## src/rtl/tdc_fifo_write_arbiter.sv

```systemverilog
// Round-robin arbiter sharing one event-FIFO write port between N_REQ TDC channels.
// Each grant issues one write strobe, waits for the writer's acknowledge (or a timeout), then pulses done.
module tdc_fifo_write_arbiter #(
    parameter int N_REQ   = 4,
    parameter int DATA_W  = 32,
    parameter int ID_W    = 2,
    parameter int TIMEOUT = 1023
) (
    input  logic                      clk,
    input  logic                      rst,
    input  logic [N_REQ-1:0]          req,
    input  logic [N_REQ*DATA_W-1:0]   req_data,
    output logic [N_REQ-1:0]          done,
    input  logic                      fifo_full,
    output logic                      fifo_wr_en,
    output logic [ID_W+DATA_W-1:0]    fifo_din,
    input  logic                      f_FIFO_writing_done,
    output logic                      timeout_err,
    output logic                      busy
);

    localparam int CNT_W = $clog2(TIMEOUT + 1);
    localparam logic [CNT_W-1:0] TIMEOUT_C = CNT_W'(TIMEOUT);
    localparam logic [ID_W-1:0]  LAST_ID   = ID_W'(N_REQ - 1);

    typedef enum logic [1:0] {
        IDLE      = 2'd0,
        WRITE     = 2'd1,
        WAIT_DONE = 2'd2,
        RELEASE   = 2'd3
    } state_t;

    state_t              state;
    state_t              state_nxt;
    logic [ID_W-1:0]     rr_ptr;
    logic [ID_W-1:0]     gnt;
    logic [CNT_W-1:0]    wait_cnt;

    logic                sel_vld;
    logic [ID_W-1:0]     sel_id;
    logic [DATA_W-1:0]   sel_data;
    int                  idx;

    logic                grant;
    logic                ack_seen;
    logic                to_hit;
    logic                finish;

    logic [N_REQ-1:0]    done_nxt;
    logic                wr_en_nxt;
    logic                terr_nxt;
    logic                busy_nxt;

    // Scan requests starting at rr_ptr, wrapping modulo N_REQ; first hit wins.
    always_comb begin
        sel_vld  = 1'b0;
        sel_id   = '0;
        sel_data = '0;
        idx      = 0;
        for (int i = 0; i < N_REQ; i++) begin
            idx = int'(rr_ptr) + i;
            if (idx >= N_REQ) idx = idx - N_REQ;
            if (!sel_vld && req[idx]) begin
                sel_vld  = 1'b1;
                sel_id   = ID_W'(idx);
                sel_data = req_data[idx*DATA_W +: DATA_W];
            end
        end
    end

    assign grant    = (state == IDLE) && sel_vld && !fifo_full;
    assign ack_seen = (state == WAIT_DONE) && f_FIFO_writing_done;
    assign to_hit   = (state == WAIT_DONE) && (wait_cnt == TIMEOUT_C);
    assign finish   = ack_seen || to_hit;

    // State register and registered outputs.
    always_ff @(posedge clk) begin
        if (!rst) begin
            state       <= IDLE;
            done        <= '0;
            fifo_wr_en  <= 1'b0;
            timeout_err <= 1'b0;
            busy        <= 1'b0;
        end else begin
            state       <= state_nxt;
            done        <= done_nxt;
            fifo_wr_en  <= wr_en_nxt;
            timeout_err <= terr_nxt;
            busy        <= busy_nxt;
        end
    end

    always_comb begin
        state_nxt = state;
        case (state)
            IDLE:      if (grant) state_nxt = WRITE;
            WRITE:     state_nxt = WAIT_DONE;
            WAIT_DONE: if (finish) state_nxt = RELEASE;
            RELEASE:   state_nxt = IDLE;
            default:   state_nxt = IDLE;
        endcase
    end

    // Acknowledge beats timeout when both land on the same cycle.
    always_comb begin
        wr_en_nxt = grant;
        done_nxt  = finish ? (N_REQ'(1) << gnt) : '0;
        terr_nxt  = to_hit && !ack_seen;
        busy_nxt  = (state_nxt != IDLE);
    end

    always_ff @(posedge clk) begin
        if (!rst) begin
            rr_ptr   <= '0;
            wait_cnt <= '0;
            fifo_din <= '0;
        end else begin
            if (grant) fifo_din <= {sel_id, sel_data};
            if (state == WRITE) begin
                wait_cnt <= '0;
            end else if ((state == WAIT_DONE) && !finish) begin
                wait_cnt <= wait_cnt + 1'b1;
            end
            if (finish) rr_ptr <= (gnt == LAST_ID) ? '0 : gnt + 1'b1;
        end
    end

    // Granted id is only consumed while a write is in flight, so it needs no reset.
    always_ff @(posedge clk) begin
        if (grant) gnt <= sel_id;
    end

endmodule
```

## config.mk

```make
export PLATFORM = sky130hd
export DESIGN_NAME = tdc_fifo_write_arbiter
export DESIGN_NICKNAME = d
export VERILOG_FILES = /design/src/rtl/tdc_fifo_write_arbiter.sv
export SDC_FILE = /design/constraint.sdc
export NUM_CORES = 1
export LEC_CHECK = 0
export CORE_MARGIN = 5
export CORE_UTILIZATION = 51
export DETAILED_ROUTE_END_ITERATION = 16
export PLACE_DENSITY = 0.84
export SYNTH_ARGS = -nofsm -noshare
export SYNTH_HDL_FRONTEND = slang
export SYNTH_SLANG_ARGS = --single-unit
```

## constraint.sdc

```tcl
create_clock -name clk -period 3.9 [get_ports clk]
set_input_delay 0.78 -clock clk [delete_from_list [all_inputs] [get_ports clk]]
set_output_delay 0.78 -clock clk [all_outputs]
set_load 0.05 [all_outputs]
```

# Word-level counts from Yosys, hierarchy flattened

Index checks and enable logic that the tools add are counted.

Register bits: 57
Output and inout bits: 41

Add/subtract/negate cells: 9
Magnitude comparators: 8
Eq/ne operators: 5
Shifts and indexed selects: 5
Muxes and demuxes: 32
Bitwise gates (word level): 1
Reduce and logical (&&, ||, !) cells: 20

Operators with widths:

| operator                | number |
|---|---|
| $shiftx A128 B32 Y32    | 4 |
| $mux W32                | 8 |
| $lt A32 B4 Y1 const B   | 4 |
| $mux W2                 | 7 |
| $mux W1                 | 12 |
| $sub A3 B3 Y4 const B   | 3 |
| $add A10 B1 Y10 const B | 1 |
| $eq A10 B10 Y1 const B  | 1 |
| $ge A3 B3 Y1 const B    | 3 |
| $logic_and A1 B1 Y1     | 9 |
| $bmux W1 S2             | 4 |
| $pmux W2 S4             | 1 |
| $add A2 B2 Y3 const B   | 2 |
| $eq A2 B2 Y1 const B    | 3 |
| $logic_not A1 Y1        | 6 |
| $shl A1 B2 Y4 const A   | 1 |
| $sub A2 B3 Y4 const B   | 1 |
| $add A2 B1 Y3 const B   | 1 |
| $ge A2 B3 Y1 const B    | 1 |
| $add A2 B1 Y2 const B   | 1 |
| $eq A2 B1 Y1 const B    | 1 |
| $logic_not A2 Y1        | 1 |
| $reduce_and A2 Y1       | 1 |
| $reduce_bool A2 Y1      | 1 |
| other kinds (3)         | 3 |

# Longest topological paths before layout

Depth in word-level cells: 20
Mapped depth: 13

# Worst setup path before layout

Ideal clock, no wire load.

Path kind: register to register
Start point: register rr_ptr[0]
End point: register busy
Library setup time: 115 ps
Data arrival time: 3055 ps
Path slack: 730 ps
Stages on the path, launching flop included: 13
Path buffers: 5
Path through: dfxtp_1 -> buf_6 -> buf_2 -> buf_2 -> inv_1 -> ha_1 -> buf_6 -> mux4_2 -> o41a_1 -> buf_2 -> nor3b_2 -> nor3_1 -> o21a_1

Word-level cells in the longest chain between the ends: 20

Ends and longest elaborated chain:

| item                                                   | RTL line | text |
|---|---|---|
| from (decl)                                            | 35       | `logic [ID_W-1:0] rr_ptr;` |
| from (signal assigned)                                 | 124      | `if (finish) rr_ptr <= (gnt == LAST_ID) ? '0 : gnt + 1'b1;` |
| branches (longest 14 deep; another with $sub A3 B3 Y4) | -        |  |
| $mux W1 (*)                                            | 63       | `if (!sel_vld && req[idx]) begin` |
| $logic_and A1 B1 Y1 (*) (2 in a row)                   | 71       | `assign grant = (state == IDLE) && sel_vld && !fifo_full;` |
| $mux W2 (*)                                            | 96       | `IDLE: if (grant) state_nxt = WRITE;` |
| $pmux W2 S4 (*)                                        | 95       | `case (state)` |
| $reduce_bool A2 Y1 (*)                                 | 109      | `busy_nxt = (state_nxt != IDLE);` |
| to (signal assigned)                                   | 89       | `busy <= busy_nxt;` |
| to (decl)                                              | 19       | `output logic busy` |

Mark *: on every way between the ends. The select of a mux whose other input is x is not followed.
A chain may end at the register's enable or synchronous reset.

# Worst setup path in the final report

Start point: register rr_ptr[0]
End point: register fifo_din[11]

Word-level cells in the longest chain between the ends: 17

Ends and longest elaborated chain:

| item                                                   | RTL line | text |
|---|---|---|
| branches (longest 17 deep; another with $sub A3 B3 Y4) | -        |  |
| to (signal assigned)                                   | 118      | `if (grant) fifo_din <= {sel_id, sel_data};` |
| to (decl)                                              | 16       | `output logic [ID_W+DATA_W-1:0] fifo_din,` |

Several ways; the timed one is not identified. The select of a mux whose other input is x is not followed.

==> flow_summary.json <==
{
  "fillers": 965,
  "synthCells": 637,
  "irDropWorstVdd_mv": 0.2461,
  "ys_seq_area_frac": 0.1740,
  "r2r_start": "rr_ptr[0]",
  "clk_pin_slew_ps": 50,
  "cts_root_buf": "clkbuf_16",
  "worstPathArrival_ps": 3450,
  "synth_area_leaders": "mux4_2, dfxtp_1, mux2i_1, o221a_2, o21ai_0",
  "outcome": "finished clean",
  "dr.pass1.iters": 5,
  "final_area_sq_um": 8761,
  "cpMaxStageDelayCell": "mux4_2",
  "min-delay-start": "fifo_din[33]",
  "rr_worst_depth": 9,
  "rsz0062_at_grt": "no",
  "placed_cells": 923,
  "synthTopCellsByCount": "mux4_2, mux2i_1, o21ai_0",
  "dieArea_sq_um": 15470,
  "io_buffers": 176,
  "synth_cell_types": 46,
  "ctsResizeCount": 0,
  "insertion_delay_ps": 320,
  "cp.depth": 9,
  "cp_max_fo": 34,
  "dpl.hpwl_um": 14530,
  "hold_path_end": "fifo_din[33]",
  "antenna_left": 0,
  "placed_area_sq_um": 8437,
  "drive_above_1_share": 0.2243,
  "post-route-min-period_ps": 3201,
  "grt_overflow": 0,
  "cp-end-kind": "flip-flop",
  "drv_cap": 0,
  "crit_top_cell": "buf_4",
  "async_reset_ff_frac": 0,
  "grt_pass1_vias": 6749,
  "cts.sinks": 57,
  "synth_edf_count": 2,
  "path_buf_inv": 3,
  "worst_pin_slew_ps": 1115,
  "numCtsBuffers": 9,
  "syn_area_per_cell_sq_um": 10.47,
  "min_path_cells": 2,
  "fmax_ghz": 0.3124,
  "place_congestion": 0.8319,
  "grt_max_degree": 165,
  "grt_use_total": 0.2612,
  "post_cts_buffers": 0,
  "finalHoldViolCount": 0,
  "maxSlewViolCount": 0,
  "skew_ps": 5.010,
  "p_leak_nw": 2.729,
  "wl_per_cell_um": 22.56,
  "die_y_um": 124.4,
  "cts_buffer_depth": 2,
  "p_total_mw": 4.137,
  "path_cells": "inv_1, ha_4, mux4_2, buf_4, nand2b_1, nand2_1, buf_4, o221ai_1, a31oi_1",
  "cts_hold_buf": 0,
  "powerDensity_nw_per_um2": 472.2,
  "fp.dieW_um": 124.4,
  "path_delay_family": "buffers and inverters",
  "critPathKind": "flip-flop to flip-flop",
  "hold_ws_ps": 482.7,
  "cts_tree": "built",
  "totalWireLength_um": 21230,
  "io_pins": 177,
  "yosys_warnings": 0,
  "drtIter0Drc": 718,
  "syn_area_sq_um": 6671,
  "ff2ff_setup_slack_ps": 700,
  "vias": 6609,
  "timing.rr.end": "fifo_din[11]",
  "synth_top_area_share": 0.3376,
  "multi_input_area_sq_um": 5135,
  "vias_per_cell": 7.023,
  "areaGrowthSynthToFinish_pct": 31.32,
  "critPathLaunchType": "flip-flop",
  "fin_nets": 909,
  "setup_violations": 0,
  "synth_seq_cells": 57,
  "hold_class": "flip-flop to flip-flop",
  "synth_nets": 784,
  "synthFlopType": "dfxtp_1",
  "initial_core_util": 0.5244,
  "yosysMostFrequentCell": "mux4_2",
  "post-route-drc-count": 0,
  "slew_headroom": 0.2570,
  "rows": 41,
  "antenna_found_initial": 1,
  "tns_ps": 0,
  "cts_max_level": 3,
  "grt_pass1_wl_um": 34190,
  "fin_crit_sh": 0.8209,
  "finalNonFillerCells": 941,
  "coreArea_sq_um": 12720,
  "worstPathRequired_ps": 4150,
  "yosysTopAreaCell": "mux4_2",
  "regArea_sq_um": 1166,
  "cpPeakStageDelay_ps": 600
}
[worst min-delay path, delay by kind of cell, from the launching register on]
| family | cells | cell delay (ps) |
|---|---|---|
| and+or+nand+nor | 1 | 60 |
| AOI/OAI and AO/OA | 1 | 70 |
| DFF | 1 | 310 |
[layer usage]
layer	vias up	global-route usage	routed length, um
li1	2896	-	-
met1	3254	0.3248	7933
met2	410	0.4523	10980
met3	49	0.04074	1738
met4	0	0.1070	576
met5	-	0	0
[kinds of logic (layout without fill, tap and decap cells)]
group	Yosys count	in the layout	synth area share
mux	170	170	0.4428
simple gates	127	127	0.09921
compound gates	179	179	0.1958
other cells	0	2	0
buf+inv	86	216	0.05833
fa+ha+maj	11	11	0.02063
flops	57	57	0.1740
xor+xnor	7	7	0.009190
[sequential cells by signal, summed over array words and instances, names as in the netlist]
name and flops:
rr_ptr 2, fifo_din 34, busy 1, state 2, timeout_err 1, wait_cnt 10, gnt 2, fifo_wr_en 1
done 4
[final cells by class]
| cell class | instances | area share |
|---|---|---|
| timing repair buffer | 191 | 0.2154 |
| clock buffer | 14 | 0.03242 |
| sequential | 57 | 0.1331 |
| clock inverter | 2 | 0.003999 |
| multi-input combinational | 494 | 0.5861 |
| inverter | 9 | 0.003856 |
| tap | 172 | 0.02456 |
| antenna | 2 | 0.0005713 |
[report_power, final]
part	leakage, nW	internal, mW	switching (mW)	total (mW)
logic	2.10	1.08	1.37	2.45
registers	0.472	0.736	0.114	0.850
clock network	0.159	0.563	0.272	0.835
[worst max path at each step]
| stage | startpoint | to | slack, ps |
|---|---|---|---|
| after floorplan | rr_ptr[0] | busy | 730 |
| final | rr_ptr[0] | fifo_din[11] | 700 |
| after detailed placement | req[1] | fifo_din[17] | 530 |
| after global placement | req[1] | fifo_din[21] | 600 |
| after global routing | rr_ptr[0] | fifo_din[3] | 550 |
| after CTS | rr_ptr[0] | fifo_din[11] | 720 |
[through the flow]
| step | setup slack, ps | util |
|---|---|---|
| global placement | 604.3 | 0.6632 |
| floorplan | 730.0 | - |
| finish | 698.7 | 0.6886 |
| detailed placement | 532.7 | 0.6632 |
| CTS | 722.6 | 0.6882 |
| global route | 552.5 | 0.6884 |
[cell usage in the layout (no fill, tap or decap), types with 2 or more instances in the layout]
master and n:
inv_1 8, o211ai_1 2, nand2b_1 3, and3_1 35
xor2_1 2, nor2_1 16, xnor2_1 5, o21a_1 2
a221oi_1 3, nor3b_1 2, clkbuf_16 9, o21ai_0 67
mux2i_1 69, nor3_1 6, ha_1 10, edfxtp_1 2
diode_2 2, clkbuf_8 4, mux4_2 100, dfxtp_1 53
o221ai_1 32, and2_1 3, a21oi_1 3, o221a_2 32
nand3_1 3, nand2_1 43, nor4bb_1 2, clkdlybuf4s50_1 176
buf_4 14, a31oi_1 33, nor2b_1 4, nand4_1 3
(Power assumes the default switching activity.)
